==> config.mk <==
export PLATFORM = sky130hd
export DESIGN_NAME = mem_crc_ctrl
export DESIGN_NICKNAME = d
export VERILOG_FILES = /design/src/rtl/mem_crc_ctrl_pkg.sv /design/src/rtl/crc4_nibble.sv /design/src/rtl/mem_crc_ctrl.sv
export SDC_FILE = /design/constraint.sdc
export NUM_CORES = 1
export LEC_CHECK = 0
export CORE_ASPECT_RATIO = 1.25
export CORE_MARGIN = 2
export CORE_UTILIZATION = 50
export CTS_CLUSTER_DIAMETER = 50
export DETAILED_ROUTE_END_ITERATION = 12
export GPL_TIMING_DRIVEN = 0
export PLACE_DENSITY = 0.8
export SKIP_CTS_REPAIR_TIMING = 1
export SLEW_MARGIN = 20
export SYNTH_ARGS = -nofsm -noshare
export SYNTH_HDL_FRONTEND = slang
export SYNTH_HIERARCHICAL = 1
export SYNTH_SLANG_ARGS = --single-unit
==> constraint.sdc <==
create_clock -name clk_i -period 3.75 [get_ports clk_i]
set_input_delay 0.5625 -clock clk_i [delete_from_list [all_inputs] [get_ports clk_i]]
set_output_delay 0.5625 -clock clk_i [all_outputs]
set_load 0.005 [all_outputs]
==> src/rtl/mem_crc_ctrl_pkg.sv <==
// ============================================================================
// mem_crc_ctrl_pkg : shared op codes, FSM states and RAM/CRC geometry
// Revision: 1.0
// ============================================================================
`default_nettype none

package mem_crc_ctrl_pkg;

    localparam int RAM_DEPTH     = 8;
    localparam int RAM_W         = 4;
    localparam int ADDR_W        = 3;
    localparam int BLOCK_NIBBLES = 7;
    localparam int BLOCK_W       = BLOCK_NIBBLES * RAM_W;

    localparam logic [ADDR_W-1:0] LAST_ADDR = ADDR_W'(RAM_DEPTH - 1);
    localparam logic [ADDR_W-1:0] LAST_NIB  = ADDR_W'(BLOCK_NIBBLES - 1);

    localparam logic [RAM_W-1:0] CRC_POLY_DEF = 4'b0011;
    localparam logic [RAM_W-1:0] CRC_INIT_DEF = 4'b0000;

    typedef enum logic [1:0] {
        OP_WRITE = 2'b00,
        OP_READ  = 2'b01,
        OP_POKE  = 2'b10,
        OP_NOP   = 2'b11
    } op_e;

    typedef enum logic [2:0] {
        ST_IDLE = 3'd0,
        ST_WR   = 3'd1,
        ST_RD   = 3'd2,
        ST_CMP  = 3'd3,
        ST_POKE = 3'd4,
        ST_DONE = 3'd5
    } state_e;

endpackage

`default_nettype wire

==> src/rtl/crc4_nibble.sv <==
// ============================================================================
// crc4_nibble : folds one nibble (MSB first) into a running CRC-4
// Revision: 1.0
// ============================================================================
`default_nettype none

module crc4_nibble
    import mem_crc_ctrl_pkg::*;
#(
    parameter logic [RAM_W-1:0] CRC_POLY = CRC_POLY_DEF
) (
    input  logic [RAM_W-1:0] crc_in_i,
    input  logic [RAM_W-1:0] nibble_i,
    output logic [RAM_W-1:0] crc_out_o
);

    function automatic logic [RAM_W-1:0] fold(input logic [RAM_W-1:0] c,
                                              input logic [RAM_W-1:0] n);
        logic [RAM_W-1:0] r;
        r = c;
        for (int i = RAM_W - 1; i >= 0; i--) begin
            r = {r[RAM_W-2:0], 1'b0} ^ ((r[RAM_W-1] ^ n[i]) ? CRC_POLY : '0);
        end
        return r;
    endfunction

    assign crc_out_o = fold(crc_in_i, nibble_i);

endmodule

`default_nettype wire

==> src/rtl/mem_crc_ctrl.sv <==
// ============================================================================
// mem_crc_ctrl : writes/reads a 7-nibble block plus CRC-4 to an 8x4 RAM
// Revision: 1.0
// ============================================================================
`default_nettype none

module mem_crc_ctrl
    import mem_crc_ctrl_pkg::*;
#(
    parameter logic [RAM_W-1:0] CRC_POLY = CRC_POLY_DEF,
    parameter logic [RAM_W-1:0] CRC_INIT = CRC_INIT_DEF
) (
    input  logic                clk_i,
    input  logic                reset_i,
    input  logic                start_i,
    input  logic [1:0]          op_i,
    input  logic [BLOCK_W-1:0]  wr_block_i,
    input  logic [ADDR_W-1:0]   poke_addr_i,
    input  logic [RAM_W-1:0]    poke_data_i,
    output logic                busy_o,
    output logic                done_o,
    output logic [BLOCK_W-1:0]  rd_block_o,
    output logic [RAM_W-1:0]    rd_crc_o,
    output logic                crc_ok_o,
    output logic [ADDR_W-1:0]   ram_address_o,
    output logic [RAM_W-1:0]    ram_data_o,
    output logic                ram_we_o,
    output logic                ram_re_o,
    input  logic [RAM_W-1:0]    ram_q_i
);

    state_e                      state_q;
    logic [ADDR_W-1:0]           cnt_q;
    logic [RAM_W-1:0]            crc_q;
    logic [BLOCK_W-RAM_W-1:0]    blk_q;
    logic                        busy_q, done_q, crc_ok_q, we_q, re_q;
    logic [BLOCK_W-1:0]          rd_block_q;
    logic [RAM_W-1:0]            rd_crc_q, data_q;
    logic [ADDR_W-1:0]           addr_q;

    logic [ADDR_W-1:0]           cnt_d;
    logic [RAM_W-1:0]            nib_d, crc_d;

    // Writes fold the nibble being driven; reads fold the nibble coming back.
    assign nib_d = (state_q == ST_RD) ? ram_q_i : data_q;
    assign cnt_d = cnt_q + 3'd1;

    crc4_nibble #(.CRC_POLY(CRC_POLY)) u_crc (
        .crc_in_i (crc_q),
        .nibble_i (nib_d),
        .crc_out_o(crc_d)
    );

    always_ff @(posedge clk_i or posedge reset_i) begin
        if (reset_i) begin
            state_q    <= ST_IDLE;
            cnt_q      <= '0;
            crc_q      <= '0;
            blk_q      <= '0;
            busy_q     <= 1'b0;
            done_q     <= 1'b0;
            crc_ok_q   <= 1'b0;
            we_q       <= 1'b0;
            re_q       <= 1'b0;
            rd_block_q <= '0;
            rd_crc_q   <= '0;
            data_q     <= '0;
            addr_q     <= '0;
        end else begin
            done_q <= 1'b0;
            case (state_q)
                ST_IDLE: begin
                    if (start_i) begin
                        blk_q  <= wr_block_i[BLOCK_W-1:RAM_W];
                        crc_q  <= CRC_INIT;
                        cnt_q  <= '0;
                        addr_q <= '0;
                        case (op_i)
                            OP_WRITE: begin
                                state_q <= ST_WR;
                                busy_q  <= 1'b1;
                                we_q    <= 1'b1;
                                data_q  <= wr_block_i[RAM_W-1:0];
                            end
                            OP_READ: begin
                                state_q <= ST_RD;
                                busy_q  <= 1'b1;
                                re_q    <= 1'b1;
                            end
                            OP_POKE: begin
                                state_q <= ST_POKE;
                                busy_q  <= 1'b1;
                                we_q    <= 1'b1;
                                addr_q  <= poke_addr_i;
                                data_q  <= poke_data_i;
                            end
                            default: begin
                                state_q <= ST_DONE;
                                done_q  <= 1'b1;
                            end
                        endcase
                    end
                end
                ST_WR: begin
                    crc_q <= crc_d;
                    blk_q <= blk_q >> RAM_W;
                    if (cnt_q == LAST_ADDR) begin
                        state_q <= ST_DONE;
                        cnt_q   <= '0;
                        addr_q  <= '0;
                        data_q  <= '0;
                        we_q    <= 1'b0;
                        busy_q  <= 1'b0;
                        done_q  <= 1'b1;
                    end else begin
                        cnt_q  <= cnt_d;
                        addr_q <= cnt_d;
                        // After the last data nibble the check nibble goes to address 7.
                        data_q <= (cnt_q == LAST_NIB) ? crc_d : blk_q[RAM_W-1:0];
                    end
                end
                ST_RD: begin
                    if (cnt_q == LAST_ADDR) begin
                        state_q  <= ST_CMP;
                        rd_crc_q <= ram_q_i;
                        cnt_q    <= '0;
                        addr_q   <= '0;
                        re_q     <= 1'b0;
                    end else begin
                        rd_block_q <= {ram_q_i, rd_block_q[BLOCK_W-1:RAM_W]};
                        crc_q      <= crc_d;
                        cnt_q      <= cnt_d;
                        addr_q     <= cnt_d;
                    end
                end
                ST_CMP: begin
                    state_q  <= ST_DONE;
                    crc_ok_q <= (crc_q == rd_crc_q);
                    busy_q   <= 1'b0;
                    done_q   <= 1'b1;
                end
                ST_POKE: begin
                    state_q <= ST_DONE;
                    addr_q  <= '0;
                    data_q  <= '0;
                    we_q    <= 1'b0;
                    busy_q  <= 1'b0;
                    done_q  <= 1'b1;
                end
                ST_DONE: state_q <= ST_IDLE;
                default: state_q <= ST_IDLE;
            endcase
        end
    end

    assign busy_o        = busy_q;
    assign done_o        = done_q;
    assign rd_block_o    = rd_block_q;
    assign rd_crc_o      = rd_crc_q;
    assign crc_ok_o      = crc_ok_q;
    assign ram_address_o = addr_q;
    assign ram_data_o    = data_q;
    assign ram_we_o      = we_q;
    assign ram_re_o      = re_q;

endmodule

`default_nettype wire

# --- Word-level counts from Yosys, hierarchy flattened ---
# Cells that the tools add are included.
word_totals:
  mem_bits_ro: 0
  n_memories: 0
  wordCells: 104
  ramBits: 0
  out_inout_bits: 44
  latchBits: 0
  reg_bits: 78
classes:
  reduce_logical: 24
  n_eq_ne: 17
  mul: 0
  n_addsub: 1
  mux: 40
  n_shift: 0
  div_mod_pow: 0
  order_cmp: 0
  bitwise: 9
ops:
  columns: ["operator", "n"]
  rows:
  - ["one-hot mux 24 bit (2 select lines)", 1]
  - ["two-way mux 24 bit", 1]
  - ["two-way mux 4 bit", 6]
  - ["one-hot mux 4 bit (3 select lines)", 2]
  - ["two-way mux 3 bit", 7]
  - ["one-hot mux 3 bit (3 select lines)", 2]
  - ["XOR 4 bit", 4]
  - ["one-hot mux 3 bit (4 select lines)", 1]
  - ["AND reduction 4 bit", 3]
  - ["nonzero test 3 bit", 4]
  - ["two-way mux 1 bit", 10]
  - ["!= test 2 bit (second input constant)", 5]
  - ["AND reduction 2 bit", 5]
  - ["equality test 3 bit (second input constant)", 3]
  - ["one-hot mux 1 bit (3 select lines)", 3]
  - ["AND reduction 3 bit", 3]
  - ["two-way mux 2 bit", 4]
  - ["one-hot mux 4 bit (2 select lines)", 1]
  - ["equality test 3 x 2 -> 1 bit (second input constant)", 2]
  - ["one-hot mux 3 bit (2 select lines)", 1]
  - ["nonzero test 2 bit", 3]
  - ["OR reduction 2 bit", 3]
  - ["equality test 4 bit", 1]
  - ["!= test 2 x 1 -> 1 bit (second input constant)", 2]
  - ["other kinds (11)", 14]

# --- Depth between registers and ports, before layout ---
# Gate-level depths: netlist of run 1.
logic_depth:
  word_depth: 17
  depth_mapped: 8
  mapped_depth_nobuf: 8

# --- Hierarchy ---
# Netlist of run 1, hierarchy kept.
modules_own_cells:
  columns: ["module", "cells_each", "area_per_inst_um2", "n_inst", "seq_area_each_um2"]
  rows:
  - ["mem_crc_ctrl", 330, 3656.0, 1, 1951.9]
  - ["crc4_nibble", 8, 92.6, 1, 0.0]

# --- Worst setup path before layout of run 1 ---
# OpenSTA, ideal clock, no wires.
synth_path:
  kind: "register to register"
  from: "register state_q[0]"
  to: "register data_q[1], in the netlist ram_data_o[1]"
  arrival_ps: 2047
  slack_ps: 1577
  stages_incl_launch_ff: 9
  required_ps: 3624
  path_cell_list: "dfrtp_1 nor2_1 nand2_2 mux2_2 xor2_2 xor3_1 mux2i_1 o22a_1 o21ai_1"
synth_between:
  elab_chain_cells: 13
synth_rtl:
  columns: ["element", "line_no", "text"]
  rows:
  - ["from (decl)", "mem_crc_ctrl.sv:32", "state_e state_q;"]
  - ["from (signal assigned)", "mem_crc_ctrl.sv:56", "state_q <= ST_IDLE;"]
  - ["from (signal assigned)", "mem_crc_ctrl.sv:80", "state_q <= ST_WR;"]
  - ["from (signal assigned)", "mem_crc_ctrl.sv:86", "state_q <= ST_RD;"]
  - ["equality test 3 x 2 -> 1 bit", "mem_crc_ctrl.sv:45", "assign nib_d = (state_q == ST_RD) ? ram_q_i : data_q;"]
  - ["two-way mux 4 bit", "mem_crc_ctrl.sv:45", null]
  - ["via nib_d[3]", "mem_crc_ctrl.sv:42", "logic [RAM_W-1:0] nib_d, crc_d;"]
  - ["XOR 1 bit", "crc4_nibble.sv:22", "r = {r[RAM_W-2:0], 1'b0} ^ ((r[RAM_W-1] ^ n[i]) ? CRC_POLY : '0);"]
  - ["two-way mux 2 bit", "crc4_nibble.sv:22", null]
  - ["XOR 4 bit (3 in a row)", "crc4_nibble.sv:22", null]
  - ["XOR 1 bit", "crc4_nibble.sv:22", null]
  - ["two-way mux 2 bit", "crc4_nibble.sv:22", null]
  - ["XOR 4 bit", "crc4_nibble.sv:22", null]
  - ["via crc_d[1]", "mem_crc_ctrl.sv:42", null]
  - ["two-way mux 4 bit", "mem_crc_ctrl.sv:119", "data_q <= (cnt_q == LAST_NIB) ? crc_d : blk_q[RAM_W-1:0];"]
  - ["two-way mux 4 bit", "mem_crc_ctrl.sv:107", "if (cnt_q == LAST_ADDR) begin"]
  - ["one-hot mux 4 bit (3 select lines)", "mem_crc_ctrl.sv:71", "case (state_q)"]
  - ["to (signal assigned)", "mem_crc_ctrl.sv:83", "data_q <= wr_block_i[RAM_W-1:0];"]
  - ["to (signal assigned)", "mem_crc_ctrl.sv:95", "data_q <= poke_data_i;"]
  - ["to (signal assigned)", "mem_crc_ctrl.sv:119", null]
  - ["to (decl)", "mem_crc_ctrl.sv:38", "logic [RAM_W-1:0] rd_crc_q, data_q;"]
# The timed path passes the listed nets, and every way through them passes these cells.
# A chain may end at the register's enable or synchronous reset.

# --- Final worst setup path of run 1 ---
# Ends and elaborated chain as after synthesis.

==> results of run 1 <==
[worst paths after layout]
path	from	endpoint	slack (ns)
worst max-delay path	state_q[0]	ram_data_o[1]	1.29
worst min-delay path	rd_block_o[3]	rd_block_o[3]	0.49
worst max register to register	state_q[0]	ram_data_o[1]	1.29
worst min register to register	rd_block_o[3]	rd_block_o[3]	0.49
max in group asynchronous	reset_i	ram_we_o	2.65
min in group asynchronous	reset_i	blk_q[5]	0.53
[area by class of cell]
class / count / area, µm² / share of cell area [%]
Sequential cell: 78 / 1950 / 39.4
Multi-Input combinational cell: 231 / 1630 / 33.0
Timing Repair Buffer: 87 / 888 / 17.9
Clock buffer: 11 / 151 / 3.06
Buffer: 18 / 123 / 2.48
Tap cell: 92 / 115 / 2.33
Clock inverter: 3 / 43.8 / 0.885
Inverter: 11 / 43.8 / 0.885
[flip-flops by register name, summed over array words and instances (netlist names)]
name / count
blk_q: 24
busy_o: 1
cnt_q: 3
crc_ok_o: 1
crc_q: 4
done_o: 1
ram_address_o: 3
ram_data_o: 4
ram_re_o: 1
ram_we_o: 1
rd_block_o: 28
rd_crc_o: 4
state_q: 3
[cells in the mapped netlist, types with 3 or more instances]
cell type  instances
o22a_1             4
nand4_1            4
mux2i_1            8
mux2_1            32
inv_1             10
xnor2_1           10
nand2_1           23
a22o_1             5
ha_1              10
nand2b_1           3
o21ai_1           12
clkbuf_1           3
nand3_1            5
o21ai_0            5
dfrtp_1           78
buf_6              5
o22ai_1           13
buf_2              8
nor2_1            46
mux2_2             4
a21oi_1            8
a31oi_1           12
[metal layers]
layer  up-vias  global-route usage [%]  part of all wire [%]  wire length [µm]
met1      1386                    27.5                    43              3470
met3        11                    4.39                   3.9               314
li1       1376                       -                     -                 -
met4         0                    7.04                   1.4               116
met2        63                    36.6                    51              4110
met5         -                       0                     0                 0
[where the power goes]
| part | switching (mW) | leakage, nW | internal (mW) | total, mW |
|---|---|---|---|---|
| registers | 0.181 | 0.995 | 1.13 | 1.31 |
| clock network | 0.293 | 0.102 | 0.338 | 0.631 |
| logic | 0.770 | 1.16 | 0.778 | 1.55 |
| total | 1.24 | 2.26 | 2.24 | 3.49 |
[kinds of logic after synthesis]
kind of cell | after synthesis | synth area share [%]
simple gates | 96 | 11.9
flops | 78 | 52.1
compound gates | 67 | 11.4
mux | 44 | 13.0
buf+inv | 29 | 4.37
xor+xnor | 13 | 3.64
fa+ha+maj | 11 | 3.64
[worst max-delay path, stage by stage (launching register included)]
cell and delay (ns):
dfrtp_1 0.40, nor2_1 0.25, nand2_2 0.25, mux2_2 0.36, xor2_2 0.24, xor3_1 0.49, mux2i_1 0.14, o22a_1 0.15
o21ai_1 0.06
[through the flow]
stage                     cell area, µm²  cells  TNS [ns]  utilization [%]  total power, mW
after floorplan                     3750    338         0                -             2.34
after global placement              4720    516  -0.00422             64.6             2.81
after detailed placement            4750    517         0             65.0             2.87
after CTS                           4950    531         0             67.7             3.51
after global routing                4950    531         0             67.7             3.76
final                               4950    531         0             67.7             3.49
==> results.md, run 1 <==
- Post-DR wirelength/cell: 15.1 µm
- Syn Inst Count: 338
- Initial antenna violation count: 0
- Main synth FF type: dfrtp_1
- DP Wirelength: 6130 µm
- Core area: 7310 µm²
- Vias: 2836
- Critical Path End Type: register
- Antenna diodes: 0
- DRC viols: 0
- Die footprint: 8210 µm²
- Final Max Tran Viols: 0
- Commonest non-fill, non-tap cell in the layout: clkdlybuf4s50_1
- Total clock buffers created by CTS: 9
- GRT Residual Overflow: 0
- Number of fill cells: 571
- Worst setup margin: 1.29 ns
- Boundary pin count: 88
- Cell taking the most area after synthesis: dfrtp_1
- Yosys warning total: 6
- Count of input and output buffers: 86
- Number of synthesized flops with an enable pin: 0
- RSZ-0062 raised after global routing: false
- Min-Delay Path Depth: 1
- Achievable frequency: 407 MHz
- Final ANT Viol Nets: 0
- R2R depth: 8
- P per Cell Area: 704 nW/µm²
- Max cap viols: 0
- Clock Sinks: 78
- Final hold vios: 0
- Via density: 5.34
- Slew HR: 70.7%
- Synth Cell Area: 3750 µm²
- Clock Skews: 0.00595 ns
- Synth area leaders: dfrtp_1, mux2_1, nor2_1
- GRT Util Overall: 21.6%
- Share of the yosys chip area belonging to registers: 52.1%
- Rows: 35
- Syn Nets: 392
- DR pass1 iterations: 4
- Largest net degree at the start of global routing: 57
- Most frequent cells in the layout: clkdlybuf4s50_1, dfrtp_1, nor2_1
- DRT iter0 DRCs: 159
- Vias in the first global route: 2827
- Endpoints failing setup: 0
- NumNets Final: 490
- Seq cells post-synth: 78
- CP Launch Type: register
- GP Congestion: 0.891
- Clock buffer depth: 2
- DIE WIDTH: 81.4 µm
- Starting Density: 51.3%
- Synth async-reset ratio: 100%
- Layout cells sized above 1: 10.0%
- Hold WS: 0.495 ns
- Netlist cell types: 47
- CTS root buffer: clkbuf_8
- Clock latency on the worst-skew pair: 0.34 ns
- Peak supply drop: 0.347 mV
- Area Growth Syn to Fin: 32.0%
- Syn avg cell area: 11.1 µm²
- Critical path class: register to register
- Worst Path Max Fanout: 9
- First-pass GRT wire length: 13500 µm
- Hold Path Class: register to register
- CTS H-Tree Depth: 3
- Slew @ Worst Pin: 0.439 ns
- Crit share post-route: 65.5%
- CTS tree: yes
- Final wirelength: 8020 µm
- Worst EP required: 3.98 ns
- Crit path DAT: 2.69 ns
- Final worst path period need: 2.46 ns
- Yosys top cell area share: 52.1%
- Status: complete, no violations
- Die span in y: 101 µm
- Setup WS pre-CTS: 1.09 ns
- Leak: 2.26 nW
- Clk pin slew, worst setup/hold paths: 0.08 ns
Note: power is estimated with default switching activity, not from simulation.
==> inputs of run 2 (changes only) <==
--- a/config.mk
+++ b/config.mk
@@ -7,11 +7,11 @@
 export LEC_CHECK = 0
 export CORE_ASPECT_RATIO = 1.25
 export CORE_MARGIN = 2
-export CORE_UTILIZATION = 50
+export CORE_UTILIZATION = 45
 export CTS_CLUSTER_DIAMETER = 50
 export DETAILED_ROUTE_END_ITERATION = 12
 export GPL_TIMING_DRIVEN = 0
-export PLACE_DENSITY = 0.8
+export PLACE_DENSITY = 0.76
 export SKIP_CTS_REPAIR_TIMING = 1
 export SLEW_MARGIN = 20
 export SYNTH_ARGS = -nofsm -noshare
==> constraint.sdc (replaced) <==
create_clock -name clk_i -period 2.1 [get_ports clk_i]
set_input_delay 0.315 -clock clk_i [delete_from_list [all_inputs] [get_ports clk_i]]
set_output_delay 0.315 -clock clk_i [all_outputs]
set_load 0.005 [all_outputs]
==> results.md, run 2 (same netlist as run 1, synthesis figures left out) <==
- Clock buffer depth: 2
- Die footprint: 9080 µm²
- Final hold vios: 0
- Post-Layout Cell Count: 548
- Starting Density: 46.0%
- First-pass GRT wire length: 13600 µm
- Achievable frequency: 479 MHz
- Die span in y: 106 µm
- Post-DR wirelength/cell: 15.7 µm
- Via density: 5.31
- CTS root buffer: clkbuf_8
- RSZ-0062 raised after global routing: true
- Peak supply drop: 0.672 mV
- CP Launch Type: register
- Multi-input gate area: 1700 µm²
- Core area: 8150 µm²
- Final ANT Viol Nets: 0
- Max cap viols: 0
- DRT iter0 DRCs: 95
- Hold Path Class: input pin to register
- Final worst path period need: 2.09 ns
- Initial antenna violation count: 0
- Crit path DAT: 2.32 ns
- Clock Skews: 0.0101 ns
- Largest net degree at the start of global routing: 31
- DP Wirelength: 6350 µm
- Final design utilization: 63.1%
- DIE WIDTH: 85.6 µm
- Hold WS: 0.338 ns
- GRT Residual Overflow: 0
- Max reg flops: 28
- Leak: 2.35 nW
- Endpoints failing setup: 0
- Layout cells sized above 1: 13.5%
- Final wirelength: 8600 µm
- DRC viols: 0
- Antenna diodes: 0
- Vias: 2911
- Clock Sinks: 78
- Most frequent cells in the layout: clkdlybuf4s50_1, dfrtp_1, nor2_1
- Slew @ Worst Pin: 0.654 ns
- Rows: 37
- Status: complete, no violations
- NumNets Final: 500
- Area Growth Syn to Fin: 37.1%
- GP Congestion: 0.837
- Critical Path End Type: register
- P per Cell Area: 1300 nW/µm²
- Storage cell area: 1950 µm²
- CTS H-Tree Depth: 3
- Crit share post-route: 99.5%
- Design Area, Final: 5140 µm²
- Clock latency on the worst-skew pair: 0.35 ns
- Boundary pin count: 88
- Count of input and output buffers: 86
- Number of fill cells: 663
- Worst EP required: 2.34 ns
- Total clock buffers created by CTS: 9
- GRT Util Overall: 19.1%
- Area post-placement: 4790 µm²
- CTS tree: yes
- Vias in the first global route: 2872
- Critical path class: register to register
- DR pass1 iterations: 4
- Worst Path Max Fanout: 7
- Clk pin slew, worst setup/hold paths: 0.08 ns
- Placed insts: 523
- Final Max Tran Viols: 0
- Commonest non-fill, non-tap cell in the layout: clkdlybuf4s50_1
- Slew HR: 56.3%
-- run 2: critical path, stage by stage (launching register included) --
cell     delay (ns)
dfrtp_1        0.45
nand2_4        0.15
mux2_2         0.37
xnor2_2        0.19
xor3_1         0.47
mux2i_1        0.16
o22a_1         0.15
o21ai_1        0.05
-- run 2: final timing paths --
kind	startpoint	endpoint	slack (ns)	depth (start not counted)
min reg2reg	rd_block_o[1]	rd_block_o[1]	0.49	1
max reg2reg	state_q[1]	ram_data_o[1]	0.01	7
min	start_i	state_q[1]	0.34	3
max in group asynchronous	reset_i	blk_q[23]	0.96	4
max	state_q[1]	ram_data_o[1]	0.01	7
min in group asynchronous	reset_i	rd_block_o[23]	0.40	2
-- run 2: per-stage QoR --
stage	setup slack [ns]	total power, mW	setup TNS, ns
4_1_cts	-0.189	6.43	-0.201
2_1_floorplan	0.0345	4.20	0
5_1_grt	-0.122	7.11	-0.133
3_3_place_gp	-0.159	5.04	-0.558
3_5_place_dp	-0.178	5.16	-0.646
6_report	0.0111	6.67	0
-- run 2: routing by layer --
layer	share of wire (%)	wire [µm]	up-vias	GRT usage, %
li1	-	-	1398	-
met1	43	3680	1421	23.3
met2	52	4450	79	33.1
met3	3.5	302	13	2.64
met4	2.0	169	0	8.84
met5	0	0	-	0
-- run 2: cell type report --
class	instances	area share [%]
multi-input cells	231	33.0
well taps	97	2.36
plain buffers	18	2.39
clock buffers	11	2.75
repair buffers	97	19.0
inverters	11	0.877
flip-flops and latches	78	38.0
clock inverters	5	1.58
-- run 2: power breakdown --
part / switching [mW] / leakage [nW] / internal [mW]
clock: 0.561 / 0.110 / 0.705
sequential: 0.358 / 0.994 / 2.01
combinational: 1.46 / 1.24 / 1.58
total: 2.38 / 2.35 / 4.29
